$ cat src/rtl/game_controller_pkg.sv
// game_pkg: shared state/step encodings and default screen geometry for the game controller
package game_pkg;
  typedef enum logic [1:0] {IDLE, PLAY, DEAD} game_state_t;
  typedef enum logic [1:0] {STEP_IDLE, STEP_VEL, STEP_POS, STEP_DONE} step_t;
  localparam int SCREEN_H = 720;
  localparam int BIRD_H = 16;
  localparam int START_Y = 352;
endpackage

$ cat src/rtl/game_controller_if.sv
// game_controller_if: frame/button/detector inputs and bird/state/score outputs of the controller
interface game_controller_if #(
  parameter int Y_W = 10,
  parameter int SCORE_W = 8
);
  logic frame_start;
  logic flap;
  logic collision;
  logic pipe_passed;
  logic [Y_W-1:0] bird_y;
  logic [1:0] state;
  logic [SCORE_W-1:0] score;
  logic update_done;
  logic [5:0] leds;
  modport master (
    output frame_start, flap, collision, pipe_passed,
    input bird_y, state, score, update_done, leds
  );
  modport slave (
    input frame_start, flap, collision, pipe_passed,
    output bird_y, state, score, update_done, leds
  );
endinterface

$ cat src/rtl/game_controller_bird_physics.sv
// bird_physics: per-frame velocity and position update with ceiling/floor clamping
module bird_physics #(
  parameter int Y_W = 10,
  parameter int VEL_W = 6,
  parameter int SCREEN_H = game_pkg::SCREEN_H,
  parameter int BIRD_H = game_pkg::BIRD_H,
  parameter int START_Y = game_pkg::START_Y,
  parameter int GRAVITY = 1,
  parameter int FLAP_VEL = -10,
  parameter int MAX_FALL = 12
) (
  input  logic clk_27M,
  input  logic rst,
  input  logic init_i,
  input  logic flap_i,
  input  game_pkg::step_t step_i,
  output logic [Y_W-1:0] bird_y_o,
  output logic floor_hit_o
);
  import game_pkg::*;
  localparam logic signed [VEL_W:0] MAX_V = (VEL_W+1)'(MAX_FALL);
  localparam logic signed [VEL_W:0] GRAV_V = (VEL_W+1)'(GRAVITY);
  localparam logic signed [VEL_W-1:0] FLAP_V = VEL_W'(FLAP_VEL);
  localparam logic signed [Y_W:0] Y_MAX = (Y_W+1)'(SCREEN_H - BIRD_H);
  localparam logic [Y_W-1:0] Y_START = Y_W'(START_Y);
  logic signed [VEL_W-1:0] vel_q, vel_d;
  logic [Y_W-1:0] y_q, y_d;
  logic signed [VEL_W:0] vel_inc;
  logic signed [Y_W:0] next_y;
  // one extra bit on both sums keeps overflow visible for saturation and clamping
  always_comb begin
    vel_inc = {vel_q[VEL_W-1], vel_q} + GRAV_V;
    next_y = $signed({1'b0, y_q}) + $signed({{(Y_W+1-VEL_W){vel_q[VEL_W-1]}}, vel_q});
    floor_hit_o = step_i == STEP_POS && next_y > Y_MAX;
    vel_d = init_i ? '0
          : step_i == STEP_VEL ? (flap_i ? FLAP_V : vel_inc > MAX_V ? MAX_V[VEL_W-1:0] : vel_inc[VEL_W-1:0])
          : (step_i == STEP_POS && next_y[Y_W]) ? '0 : vel_q;
    y_d = init_i ? Y_START
        : step_i != STEP_POS ? y_q
        : next_y[Y_W] ? '0
        : floor_hit_o ? Y_MAX[Y_W-1:0] : next_y[Y_W-1:0];
  end
  always_ff @(posedge clk_27M) begin
    if (rst) begin
      y_q <= Y_START;
      vel_q <= '0;
    end else begin
      y_q <= y_d;
      vel_q <= vel_d;
    end
  end
  assign bird_y_o = y_q;
endmodule

$ cat src/rtl/game_controller.sv
// game_controller: IDLE/PLAY/DEAD sequencing, per-frame physics stepping, score and status leds
module game_controller #(
  parameter int Y_W = 10,
  parameter int VEL_W = 6,
  parameter int SCORE_W = 8,
  parameter int SCREEN_H = game_pkg::SCREEN_H,
  parameter int BIRD_H = game_pkg::BIRD_H,
  parameter int START_Y = game_pkg::START_Y,
  parameter int GRAVITY = 1,
  parameter int FLAP_VEL = -10,
  parameter int MAX_FALL = 12,
  parameter int DEAD_FRAMES = 60
) (
  input  logic clk_27M,
  input  logic rst,
  game_controller_if.slave bus
);
  import game_pkg::*;
  localparam int DW = $clog2(DEAD_FRAMES + 1);
  localparam logic [DW-1:0] DEAD_MAX = DW'(DEAD_FRAMES);
  game_state_t state_q, state_d;
  step_t step_q, step_d;
  logic flap_q, pend_q, pend_d, done_q, floor_hit, flap_edge;
  logic [SCORE_W-1:0] score_q, score_d;
  logic [DW-1:0] dead_q, dead_d;
  logic [5:0] leds_q, leds_d;
  assign flap_edge = bus.flap & ~flap_q;
  always_comb begin
    state_d = state_q;
    pend_d = (pend_q && step_q != STEP_VEL) || flap_edge;
    score_d = (state_q == PLAY && bus.pipe_passed && score_q != '1) ? score_q + 1'b1 : score_q;
    dead_d = dead_q;
    step_d = step_q == STEP_VEL ? STEP_POS
           : step_q == STEP_POS ? STEP_DONE
           : (state_q == PLAY && step_q == STEP_IDLE && bus.frame_start && !bus.collision) ? STEP_VEL
           : STEP_IDLE;
    leds_d = {score_q[2:0], state_q == DEAD, state_q == PLAY, state_q == IDLE};
    case (state_q)
      IDLE: state_d = flap_edge ? PLAY : IDLE;
      PLAY: state_d = ((step_q == STEP_IDLE && bus.frame_start && bus.collision) || floor_hit) ? DEAD : PLAY;
      DEAD: begin
        pend_d = 1'b0;
        dead_d = (bus.frame_start && dead_q < DEAD_MAX) ? dead_q + 1'b1 : dead_q;
        if (flap_edge && dead_q == DEAD_MAX) begin
          state_d = IDLE;
          score_d = '0;
          dead_d = '0;
        end
      end
      default: state_d = IDLE;
    endcase
  end
  always_ff @(posedge clk_27M) begin
    if (rst) begin
      state_q <= IDLE;
      step_q <= STEP_IDLE;
      flap_q <= 1'b0;
      pend_q <= 1'b0;
      done_q <= 1'b0;
      score_q <= '0;
      dead_q <= '0;
      leds_q <= 6'b000001;
    end else begin
      state_q <= state_d;
      step_q <= step_d;
      flap_q <= bus.flap;
      pend_q <= pend_d;
      done_q <= step_q == STEP_POS;
      score_q <= score_d;
      dead_q <= dead_d;
      leds_q <= leds_d;
    end
  end
  bird_physics #(
    .Y_W(Y_W), .VEL_W(VEL_W), .SCREEN_H(SCREEN_H), .BIRD_H(BIRD_H), .START_Y(START_Y),
    .GRAVITY(GRAVITY), .FLAP_VEL(FLAP_VEL), .MAX_FALL(MAX_FALL)
  ) u_physics (
    .clk_27M(clk_27M),
    .rst(rst),
    .init_i(state_d == IDLE),
    .flap_i(pend_q),
    .step_i(step_q),
    .bird_y_o(bus.bird_y),
    .floor_hit_o(floor_hit)
  );
  assign bus.state = state_q;
  assign bus.score = score_q;
  assign bus.update_done = done_q;
  assign bus.leds = leds_q;
endmodule

$ cat src/flat_wrapper.sv
// flat-port wrapper written by rule: the top's interface ports become plain ports
module game_controller_flat import game_pkg::*;
#(
  parameter int Y_W = 10,
  parameter int VEL_W = 6,
  parameter int SCORE_W = 8,
  parameter int SCREEN_H = game_pkg::SCREEN_H,
  parameter int BIRD_H = game_pkg::BIRD_H,
  parameter int START_Y = game_pkg::START_Y,
  parameter int GRAVITY = 1,
  parameter int FLAP_VEL = -10,
  parameter int MAX_FALL = 12,
  parameter int DEAD_FRAMES = 60
)
  (clk_27M, rst, bus_frame_start, bus_flap, bus_collision, bus_pipe_passed, bus_bird_y, bus_state, bus_score, bus_update_done, bus_leds);
  game_controller_if #(.Y_W(Y_W), .SCORE_W(SCORE_W)) bus_i ();
  input  logic clk_27M;
  input  logic rst;
  input wire logic [$bits(bus_i.frame_start)-1:0] bus_frame_start;
  input wire logic [$bits(bus_i.flap)-1:0] bus_flap;
  input wire logic [$bits(bus_i.collision)-1:0] bus_collision;
  input wire logic [$bits(bus_i.pipe_passed)-1:0] bus_pipe_passed;
  output wire logic [$bits(bus_i.bird_y)-1:0] bus_bird_y;
  output wire logic [$bits(bus_i.state)-1:0] bus_state;
  output wire logic [$bits(bus_i.score)-1:0] bus_score;
  output wire logic [$bits(bus_i.update_done)-1:0] bus_update_done;
  output wire logic [$bits(bus_i.leds)-1:0] bus_leds;
  assign bus_i.frame_start = bus_frame_start;
  assign bus_i.flap = bus_flap;
  assign bus_i.collision = bus_collision;
  assign bus_i.pipe_passed = bus_pipe_passed;
  assign bus_bird_y = bus_i.bird_y;
  assign bus_state = bus_i.state;
  assign bus_score = bus_i.score;
  assign bus_update_done = bus_i.update_done;
  assign bus_leds = bus_i.leds;
  game_controller #(.Y_W(Y_W), .VEL_W(VEL_W), .SCORE_W(SCORE_W), .SCREEN_H(SCREEN_H), .BIRD_H(BIRD_H), .START_Y(START_Y), .GRAVITY(GRAVITY), .FLAP_VEL(FLAP_VEL), .MAX_FALL(MAX_FALL), .DEAD_FRAMES(DEAD_FRAMES)) u_core (.clk_27M(clk_27M), .rst(rst), .bus(bus_i));
endmodule
$ cat config.mk
export PLATFORM = sky130hd
export DESIGN_NAME = game_controller_flat
export DESIGN_NICKNAME = d
export VERILOG_FILES = /design/src/rtl/game_controller_pkg.sv /design/src/rtl/game_controller_if.sv /design/src/rtl/game_controller_bird_physics.sv /design/src/rtl/game_controller.sv /design/src/flat_wrapper.sv
export SDC_FILE = /design/constraint.sdc
export NUM_CORES = 1
export LEC_CHECK = 0
export CELL_PAD_IN_SITES_DETAIL_PLACEMENT = 0
export CELL_PAD_IN_SITES_GLOBAL_PLACEMENT = 1
export CORE_MARGIN = 2
export CORE_UTILIZATION = 42
export CTS_BUF_LIST = sky130_fd_sc_hd__clkbuf_16
export DETAILED_ROUTE_END_ITERATION = 8
export GPL_TIMING_DRIVEN = 1
export HOLD_SLACK_MARGIN = 0.12
export PLACE_DENSITY_LB_ADDON = 0.1
export SYNTH_ARGS = -nofsm -noshare
export SYNTH_HDL_FRONTEND = slang
export SYNTH_SLANG_ARGS = --single-unit
$ cat constraint.sdc
create_clock -name clk_27M -period 3.7 [get_ports clk_27M]
set_clock_uncertainty 0.1 [all_clocks]
set_input_delay 0.37 -clock clk_27M [delete_from_list [all_inputs] [get_ports clk_27M]]
set_output_delay 0.37 -clock clk_27M [all_outputs]
set_load 0.1 [all_outputs]
* Word level (Yosys, flattened, before mapping)
Cells that the tools add are included.
Word-level totals: bits in writable memories 0, ROM bits 0, bits in latches 0, input port bits 6, output and inout port bits 27, flip-flop bits (word level) 43, memories 0
Operators by class: bitwise operators 2, divide/modulo/power cells 0, reduce and logical (&&, ||, !) cells 24, eq/ne operators 8, $lt $le $gt $ge 3, multiplexer cells 18, shift-type cells 0, add/subtract/negate cells 4, $mul 0
Operators by type and width (number):
- $mux W6 | 6
- $mux W8 | 3
- $mux W10 | 2
- $logic_and A1 B1 Y1 | 12
- $add A11 B6 Y11 | 1
- $gt A11 B11 Y1 const B | 1
- $add A8 B1 Y8 const B | 1
- $mux W2 | 4
- $ne A8 B8 Y1 const B | 1
- $add A6 B2 Y7 const B | 1
- $gt A7 B5 Y1 const B | 1
- $add A6 B1 Y6 const B | 1
- $eq A6 B6 Y1 const B | 1
- $logic_not A2 Y1 | 3
- $lt A6 B6 Y1 const B | 1
- $pmux W2 S3 | 1
- $reduce_or A2 Y1 | 3
- $eq A2 B1 Y1 const B | 2
- $eq A2 B2 Y1 const B | 2
- $reduce_bool A2 Y1 | 2
- $logic_or A1 B1 Y1 | 2
- $mux W1 | 2
- $ne A2 B1 Y1 const B | 1
- $ne A2 B2 Y1 const B | 1
- other kinds (4) | 4

* Logic depth before layout (Yosys ltp)
Gate-level depths: netlist of run 1.
depth after elaboration 8, mapped depth 9

* By module
A second synthesis of run 1 with hierarchy kept.
Second synthesis, totals: cell total of the unflattened synthesis 314, area total of the unflattened synthesis 2705.1 um2
Modules (own cells, without submodules):
- bird_physics | cells an instance 177, seq. area each 320.3 um2, area each 1442.6 um2, times used 1
- game_controller | cells an instance 137, seq. area each 540.5 um2, area each 1262.5 um2, times used 1

* Least setup slack after synthesis of run 1
Ideal clock, no wire load.
path kind register to register, from register u_core.u_physics.y_q[5] (netlist: u_core.u_physics.bird_y_o[5]), to register u_core.u_physics.y_q[4] (netlist: u_core.u_physics.bird_y_o[4]), path slack 633 ps, cell stages (with the launch flop) 9, arrival 2871 ps, data required time 3504 ps, cells stage by stage dfxtp_1 > ha_1 > buf_2 > and3_1 > a221oi_2 > o221ai_2 > mux2_4 > buf_6 > o41ai_2
Between the ends: cells in the longest elaborated chain, start to end 8, elaborated cells on any way between the ends 10, classes of those cells add/sub: 1; order compare: 1; mux: 4; reduce/logical: 4
RTL lines:
- start, declared | RTL line game_controller_bird_physics.sv:27 | logic [Y_W-1:0] y_q, y_d;
- start signal, assigned | RTL line game_controller_bird_physics.sv:48 | y_q <= y_d;
- $add A11 B6 Y11 (*) | RTL line game_controller_bird_physics.sv:33 | next_y = $signed({1'b0, y_q}) + $signed({{(Y_W+1-VEL_W){vel_q[VEL_W-1]}}, vel_q});
- $gt A11 B11 Y1 | RTL line game_controller_bird_physics.sv:34 | floor_hit_o = step_i == STEP_POS && next_y > Y_MAX;
- $logic_and A1 B1 Y1 | RTL line game_controller_bird_physics.sv:34
- $logic_or A1 B1 Y1 | RTL line game_controller.sv:40 | PLAY: state_d = ((step_q == STEP_IDLE && bus.frame_start && bus.collision) || floor_hit) ? DEAD : PLAY;
- $mux W2 | RTL line game_controller.sv:40
- $pmux W2 S3 | RTL line game_controller.sv:38 | case (state_q)
- $logic_not A2 Y1 | RTL line game_controller.sv:80 | .init_i(state_d == IDLE),
- $reduce_or A2 Y1 (no line)
Mark *: on every way between the ends. The rest lies on a longest branch, timed or not. A chain may end at the register's enable or synchronous reset.

* Final worst setup path of run 1
from register u_core.u_physics.vel_q[0], to register u_core.u_physics.y_q[4] (netlist: u_core.u_physics.bird_y_o[4])
Between the ends: cells in the longest elaborated chain, start to end 8, elaborated cells on any way between the ends 10, classes of those cells add/sub: 1; order compare: 1; mux: 4; reduce/logical: 4
RTL lines:
- start, declared | RTL line game_controller_bird_physics.sv:26 | logic signed [VEL_W-1:0] vel_q, vel_d;
- start signal, assigned | RTL line game_controller_bird_physics.sv:49 | vel_q <= vel_d;
- $add A11 B6 Y11 (*) | RTL line game_controller_bird_physics.sv:33
- $gt A11 B11 Y1 | RTL line game_controller_bird_physics.sv:34
- $logic_and A1 B1 Y1 | RTL line game_controller_bird_physics.sv:34
- $logic_or A1 B1 Y1 | RTL line game_controller.sv:40
- $mux W2 | RTL line game_controller.sv:40
- $pmux W2 S3 | RTL line game_controller.sv:38
- $logic_not A2 Y1 | RTL line game_controller.sv:80
- $reduce_or A2 Y1 (no line)
Marks and branches as above.

==> summary.txt, run 1 <==
Die
  • Number of standard-cell rows in the floorplan: 28
  • Die Y: 81.8 um
  • Overall die area: 6690 um2
  • Number of ports placed on the die boundary: 33
  • Placeable core region: 5890 um2
  • Die span in x: 81.8 um
  • Initial standard-cell utilization of the core: 43.2%

Placement
  • Port Buffers: 32
  • Detailed placer's ending HPWL: 4280 um
  • Placed instance area: 2900 um2
  • GPL Wtd Cong: 0.784
  • Number of placed instances with taps included: 387

GRT
  • Total congestion overflow: 0
  • Antenna violations before repair: 0
  • First-pass GRT wire length: 9520 um
  • Pin count of the biggest net entering global routing: 19
  • Total GRT Usage: 18.6%
  • Vias in the first global route: 2004

Setup path
  • Required time of the critical path: 3.79 ns
  • Reg-to-reg endpoint: u_core.u_physics.bird_y_o[4]
  • CP max FO: 9
  • Type of element launching the critical path: register
  • Register-to-Register Path Depth: 8
  • Type of element capturing the critical path: register
  • Critical path data arrival time: 2.90 ns
  • Worst reg2reg path startpoint: u_core.u_physics.vel_q[0]
  • Register-to-register setup slack: 0.89 ns
  • Setup Crit Path Kind: reg -> reg

Route
  • Starting DRT DRC Count: 87
  • Via/cell ratio: 5.60
  • Via count: 2211
  • Wire length per cell after detailed routing: 14.7 um
  • Final ANT Viol Nets: 0
  • First-pass iteration count of the detailed router: 4
  • Total Routed Length: 5810 um
  • Number of remaining DRC errors: 0

Power
  • Post-route total power: 1.28 mW
  • Net Sw Power: 0.446 mW
  • Reg power frac: 40.4%
  • Internal power component: 0.832 mW
  • Leak pwr: 1.22 nW
  • Switching portion of total power: 34.9%
  • Power per standard cell area: 420 nW/um2
  • IR drop worst, VDD: 0.000245 V
  • Combinational Power Share: 26.7%
  • Power share of the clock group: 33.0%

Min path
  • Number of stages on the worst hold path: 2
  • Hold Crit Start: u_core.u_physics.bird_y_o[9]
  • Min-delay worst type: reg -> reg
  • Sink of the worst hold path: u_core.u_physics.bird_y_o[9]

STA
  • Number of endpoints failing setup at the final stage: 0
  • Number of pins with negative max-slew slack in the final report: 0
  • Crit path time final: 2.81 ns
  • Summed negative setup slack over all endpoints: 0 ns
  • Pin slew with the least headroom to its limit: 0.975 ns
  • Share of the clock period used by the worst path after layout: 76.0%
  • Maximum clock frequency: 0.356 GHz
  • Hold Vio Cnt, Final: 0
  • Worst slew margin: 34.8%
  • Setup repair after global routing missed its margin: false

CTS
  • TritonCTS clock tree: done
  • CTS resizes: 0
  • Number of hold buffers added after CTS: 0
  • H-tree levels: 2
  • Clock sinks: 43
  • Clock latency on the worst-skew pair: 0.28 ns
  • CTS max path bufs: 2
  • Clock root buffer: sky130_fd_sc_hd__clkbuf_16
  • Post CTS Setup Buffer Count: 0
  • CTS buffer count: 5
  • Clock-pin slew reported for the worst setup and hold paths after clock tree synthesis: 0.06 ns

Yosys
  • Cell taking the most area after synthesis: sky130_fd_sc_hd__dfxtp_1
  • Simple-Gate Fraction of Synth Area: 20.8%
  • Complex-gate fraction of the synthesized area: 24.9%
  • Post-Synthesis Cell Area: 2540 um2
  • Synthesized Nets: 315
  • Xor-xnor portion of the synthesized cell area: 4.14%
  • Number of warnings reported in the yosys synthesis log: 0
  • Largest family of logic cells by synthesized area: compound AO/OA/AOI/OAI gates
  • Count leader, synth: sky130_fd_sc_hd__dfxtp_1
  • Post-synth EDFFs: 0
  • Leading post-synthesis cells by instance count: sky130_fd_sc_hd__dfxtp_1 (43), sky130_fd_sc_hd__nand2_1 (22), sky130_fd_sc_hd__nor2_1 (22), sky130_fd_sc_hd__ha_1 (18), sky130_fd_sc_hd__a21oi_1 (16)
  • Part of the Yosys area used for sequential elements: 33.9%
  • Dominant register cell in the synthesized netlist: sky130_fd_sc_hd__dfxtp_1
  • Mux share of post-synthesis cell area: 2.22%
  • Synth unique cells: 55
  • Synthesis-stage register bit count: 43
  • Area share of fa/ha/maj cells after synthesis: 9.65%
  • Mean Syn Cell Area: 8.76 um2
  • Synth area leaders: sky130_fd_sc_hd__dfxtp_1 (34%), sky130_fd_sc_hd__ha_1 (8.9%), sky130_fd_sc_hd__nand2_1 (3.2%)
  • Post-synth top area share: 33.9%
  • Post-synthesis cell count: 290
  • Share of synthesized flip-flops with an asynchronous set or reset: 0%

Layout
  • Number of nets in the layout: 344
  • Count of inserted antenna diode cells: 0
  • Total of fill cells in the finished design: 587
  • Non-filler cells, final: 395
  • Share of the core filled with cells: 51.6%
  • Proportion of layout cells with a drive suffix above 1: 5.94%
  • Post-Layout Inst Area: 3040 um2
  • Syn-to-layout area delta: 19.5%

Run
  • Max-capacitance violation count: 0

Status
  • Result of the run: completed
kinds of logic after synthesis:
group,Yosys count
and+or+nand+nor,104
AOI/OAI and AO/OA,84
DFF,43
buffers and inverters,23
adders and majority gates,19
xor gates and xnor gates,12
muxes,5
worst max path at each step:
stage	from	cells past startpoint	endpoint
global placement	u_core.u_physics.vel_q[0]	8	u_core.u_physics.bird_y_o[2]
floorplan	u_core.u_physics.bird_y_o[5]	8	u_core.u_physics.bird_y_o[4]
global route	u_core.u_physics.vel_q[0]	8	u_core.u_physics.bird_y_o[4]
detailed placement	u_core.u_physics.vel_q[0]	8	u_core.u_physics.bird_y_o[4]
CTS	u_core.u_physics.vel_q[0]	8	u_core.u_physics.bird_y_o[4]
finish	u_core.u_physics.vel_q[0]	8	u_core.u_physics.bird_y_o[4]
critical path, stage by stage, from the launching register on:
cell and delay [ns]:
sky130_fd_sc_hd__dfxtp_1 0.40, sky130_fd_sc_hd__ha_1 0.26, sky130_fd_sc_hd__fa_1 0.44, sky130_fd_sc_hd__and3_1 0.18, sky130_fd_sc_hd__or3_1 0.33, sky130_fd_sc_hd__a221oi_1 0.30
sky130_fd_sc_hd__a221oi_1 0.14, sky130_fd_sc_hd__o21a_2 0.30, sky130_fd_sc_hd__o41ai_2 0.27
final cells by class:
cell class | instances | area, um2 | area share (%)
clock buffer | 5 | 125 | 4.12
clock inverter | 3 | 15.0 | 0.494
inverter | 11 | 41.3 | 1.36
multi-input combinational | 224 | 1570 | 51.6
sequential | 43 | 861 | 28.3
tap | 75 | 93.8 | 3.09
timing repair buffer | 34 | 335 | 11.0
placed cells by master (no fill, tap or decap), types with 2 or more instances in the layout:
| cell | instances |
|---|---|
| sky130_fd_sc_hd__o21a_1 | 4 |
| sky130_fd_sc_hd__clkinv_1 | 2 |
| sky130_fd_sc_hd__o31ai_1 | 6 |
| sky130_fd_sc_hd__o21bai_1 | 4 |
| sky130_fd_sc_hd__a2111oi_0 | 2 |
| sky130_fd_sc_hd__clkbuf_16 | 5 |
| sky130_fd_sc_hd__buf_4 | 2 |
| sky130_fd_sc_hd__or2_2 | 3 |
| sky130_fd_sc_hd__nand2_1 | 22 |
| sky130_fd_sc_hd__mux2i_1 | 3 |
| sky130_fd_sc_hd__nand3_1 | 11 |
| sky130_fd_sc_hd__ha_1 | 18 |
| sky130_fd_sc_hd__a31oi_1 | 2 |
| sky130_fd_sc_hd__a221oi_1 | 3 |
| sky130_fd_sc_hd__clkdlybuf4s50_1 | 32 |
| sky130_fd_sc_hd__xor2_1 | 8 |
| sky130_fd_sc_hd__and2_1 | 2 |
| sky130_fd_sc_hd__a221oi_2 | 2 |
| sky130_fd_sc_hd__or3_1 | 5 |
| sky130_fd_sc_hd__dfxtp_1 | 43 |
| sky130_fd_sc_hd__a211o_1 | 4 |
| sky130_fd_sc_hd__nand4_1 | 7 |
| sky130_fd_sc_hd__a21o_1 | 8 |
| sky130_fd_sc_hd__nor2_1 | 22 |
| sky130_fd_sc_hd__nor2b_1 | 9 |
| sky130_fd_sc_hd__a221o_1 | 2 |
| sky130_fd_sc_hd__a211oi_1 | 4 |
| sky130_fd_sc_hd__a21oi_1 | 16 |
| sky130_fd_sc_hd__inv_1 | 11 |
| sky130_fd_sc_hd__nand2b_1 | 6 |
| sky130_fd_sc_hd__and3_1 | 5 |
| sky130_fd_sc_hd__o21ai_0 | 12 |
| sky130_fd_sc_hd__nor4_1 | 3 |
| sky130_fd_sc_hd__o41ai_2 | 2 |
| sky130_fd_sc_hd__nor3_1 | 5 |
| sky130_fd_sc_hd__nand4b_1 | 2 |
| sky130_fd_sc_hd__xnor2_1 | 4 |
sequential cells by signal, indices dropped and copies added (netlist names), 2 cells and up:
name and flops:
u_core.bus.state 2, u_core.bus.score 8, u_core.dead_q 6, u_core.u_physics.bird_y_o 10, u_core.bus.leds 6, u_core.step_q 2
u_core.u_physics.vel_q 6
routing by layer:
metal	global-route usage [%]	share of wire, %	vias to the layer above
li1	-	-	1130
met1	23.3	48	1042
met2	32.2	49	33
met3	2.64	2.2	6
met4	6.83	1.3	0
met5	0	0	-
power groups by stage:
stage | logic [mW] | registers, mW | clock network (mW)
after floorplan | 0.159 | 0.631 | 0
after global placement | 0.343 | 0.526 | 0
after detailed placement | 0.343 | 0.525 | 0
after CTS | 0.344 | 0.516 | 0.435
after global routing | 0.366 | 0.520 | 0.450
final | 0.341 | 0.516 | 0.421
stage by stage:
stage,hold WS (ns),setup WS [ns]
floorplan,0.337,0.633
global placement,0.364,0.966
detailed placement,0.358,0.917
CTS,0.382,0.894
global route,0.411,0.718
finish,0.383,0.888
(Power assumes the default switching activity.)
==> run 2: changes to the inputs <==
==> constraint.sdc (replaced) <==
create_clock -name clk_27M -period 2.8 [get_ports clk_27M]
set_clock_uncertainty 0.1 [all_clocks]
set_input_delay 0.28 -clock clk_27M [delete_from_list [all_inputs] [get_ports clk_27M]]
set_output_delay 0.28 -clock clk_27M [all_outputs]
set_load 0.1 [all_outputs]
==> summary.txt, run 2 (synthesized netlist as in run 1, its figures left out) <==
CTS
  • CTS max path bufs: 2 (unchanged)
  • Clock root buffer: sky130_fd_sc_hd__clkbuf_16
  • H-tree levels: 2 (unchanged)
  • CTS buffer count: 5 (unchanged)
  • Post CTS Setup Buffer Count: 0 (unchanged)
  • Clock-pin slew reported for the worst setup and hold paths after clock tree synthesis: 0.06 ns (about the same)
  • Number of hold buffers added after CTS: 0 (unchanged)
  • Clock sinks: 43 (unchanged)
  • TritonCTS clock tree: done
  • Clock latency on the worst-skew pair: 0.28 ns (about the same)
  • CTS resizes: 0 (unchanged)

Die
  • Placeable core region: 5890 um2 (unchanged)
  • Die Y: 81.8 um (unchanged)
  • Initial standard-cell utilization of the core: 43.2% (unchanged)
  • Number of standard-cell rows in the floorplan: 28 (unchanged)
  • Number of ports placed on the die boundary: 33 (unchanged)
  • Overall die area: 6690 um2 (unchanged)
  • Die span in x: 81.8 um (unchanged)

Route
  • Number of remaining DRC errors: 0 (unchanged)
  • Final ANT Viol Nets: 0 (unchanged)
  • Starting DRT DRC Count: 105 (+21%)
  • First-pass iteration count of the detailed router: 4 (unchanged)
  • Via/cell ratio: 5.55 (-0.86%)
  • Via count: 2242 (+1.4%)
  • Total Routed Length: 5840 um (+0.50%)
  • Wire length per cell after detailed routing: 14.4 um (-1.7%)

Setup path
  • Critical path data arrival time: 2.67 ns (-0.23 ns)
  • Required time of the critical path: 2.88 ns (-0.91 ns)
  • Highest-delay cell along the critical path: sky130_fd_sc_hd__fa_2
  • CP max FO: 8 (-1)
  • Type of element launching the critical path: register
  • Cell Chain, Critical Path: ha_1, fa_2, and3_1, or3_1, a221oi_2, a221oi_1, o21a_2, o41ai_2
  • Delay of the slowest cell on the worst path: 0.37 ns (-0.07 ns)
  • Type of element capturing the critical path: register
  • Setup Crit Path Kind: reg -> reg

Run
  • Max-capacitance violation count: 0 (unchanged)

STA
  • Share of the clock period used by the worst path after layout: 92.7% (+17 points)
  • Worst slew margin: 68.6% (+34 points)
  • Maximum clock frequency: 0.385 GHz (+8.4%)
  • Setup repair after global routing missed its margin: false
  • Number of endpoints failing setup at the final stage: 0 (unchanged)
  • Number of pins with negative max-slew slack in the final report: 0 (unchanged)
  • Worst setup margin: 0.206 ns (-0.682 ns)
  • Summed negative setup slack over all endpoints: 0 ns (unchanged)
  • Pin slew with the least headroom to its limit: 0.470 ns (-0.504 ns)
  • Hold Slack: 0.372 ns (-0.0107 ns)
  • Hold Vio Cnt, Final: 0 (unchanged)
  • Crit path time final: 2.59 ns (-0.218 ns)

Layout
  • Total of fill cells in the finished design: 565 (-3.7%)
  • Count of inserted antenna diode cells: 0 (unchanged)
  • Share of the core filled with cells: 53.0% (+1.4 points)
  • Most used cells in the layout excluding fill and tap cells: sky130_fd_sc_hd__buf_4 (38), sky130_fd_sc_hd__dfxtp_1 (36), sky130_fd_sc_hd__nand2_1 (22), sky130_fd_sc_hd__nor2_1 (22), sky130_fd_sc_hd__ha_1 (18)
  • Syn-to-layout area delta: 22.8%
  • Number of flip-flops in the largest register: 10 (unchanged)
  • Number of nets in the layout: 353 (+2.6%)
  • Proportion of layout cells with a drive suffix above 1: 20.1% (+14 points)
  • Most frequent standard cell in the layout excluding fill and tap cells: sky130_fd_sc_hd__buf_4

GRT
  • Antenna violations before repair: 0 (unchanged)
  • First-pass GRT wire length: 9260 um (-2.7%)
  • Vias in the first global route: 1955 (-2.4%)
  • Total GRT Usage: 18.0% (-0.54 points)
  • Total congestion overflow: 0 (unchanged)
  • Pin count of the biggest net entering global routing: 15 (-4)

Power
  • IR drop worst, VDD: 0.000429 V (+75%)
  • Power per standard cell area: 604 nW/um2 (+44%)
  • Leak pwr: 1.34 nW (+10%)

Min path
  • Min-delay worst type: reg -> reg

Status
  • Result of the run: completed

Placement
  • Detailed placer's ending HPWL: 4420 um (+3.3%)
  • Port Buffers: 32 (unchanged)
  • Setup WS pre-CTS: 0.132 ns (-0.785 ns)
  • GPL Wtd Cong: 0.784 (about the same)
-- run 2: final cells by class --
class                      instances  area [um2]  area share [%]
multi-input combinational        224        1590            50.9
sequential                        43         872            27.9
timing repair buffer              43         335            10.7
clock buffer                       5         125            4.01
tap                               75        93.8            3.01
clock inverter                     3        66.3            2.12
inverter                          11        41.3            1.32
-- run 2: final timing paths --
path	startpoint	cells past startpoint	end	slack (ns)
max reg2reg	u_core.u_physics.bird_y_o[0]	8	u_core.u_physics.bird_y_o[4]	0.21
min	u_core.u_physics.bird_y_o[0]	2	u_core.u_physics.bird_y_o[0]	0.37
min reg2reg	u_core.u_physics.bird_y_o[0]	2	u_core.u_physics.bird_y_o[0]	0.37
max	u_core.u_physics.bird_y_o[0]	8	u_core.u_physics.bird_y_o[4]	0.21
-- run 2: power by group --
group	switching (mW)	total, mW	internal [mW]
sequential	0.0336	0.679	0.645
combinational	0.326	0.455	0.129
clock	0.240	0.751	0.511
total	0.600	1.89	1.29
-- run 2: worst max-delay path, delay by kind of cell (launching register included) --
kind | cells | cell delay (ns)
adders and majority gates | 2 | 0.60
DFF | 1 | 0.34
AOI/OAI and AO/OA | 4 | 0.93
and+or+nand+nor | 2 | 0.51
-- run 2: through the flow --
| step | area (um2) | std cells | power (mW) |
|---|---|---|---|
| global route | 3120 | 404 | 1.96 |
| floorplan | 2550 | 290 | 1.04 |
| detailed placement | 2910 | 396 | 1.15 |
| CTS | 3100 | 404 | 1.90 |
| global placement | 2910 | 396 | 1.15 |
| finish | 3120 | 404 | 1.89 |
-- run 2: metal layers --
metal	GRT usage [%]	vias up	routed length, um
li1	-	1151	-
met5	0	-	0
met1	23.4	1050	2750
met3	2.75	6	179
met4	6.50	0	74
met2	30.2	35	2830
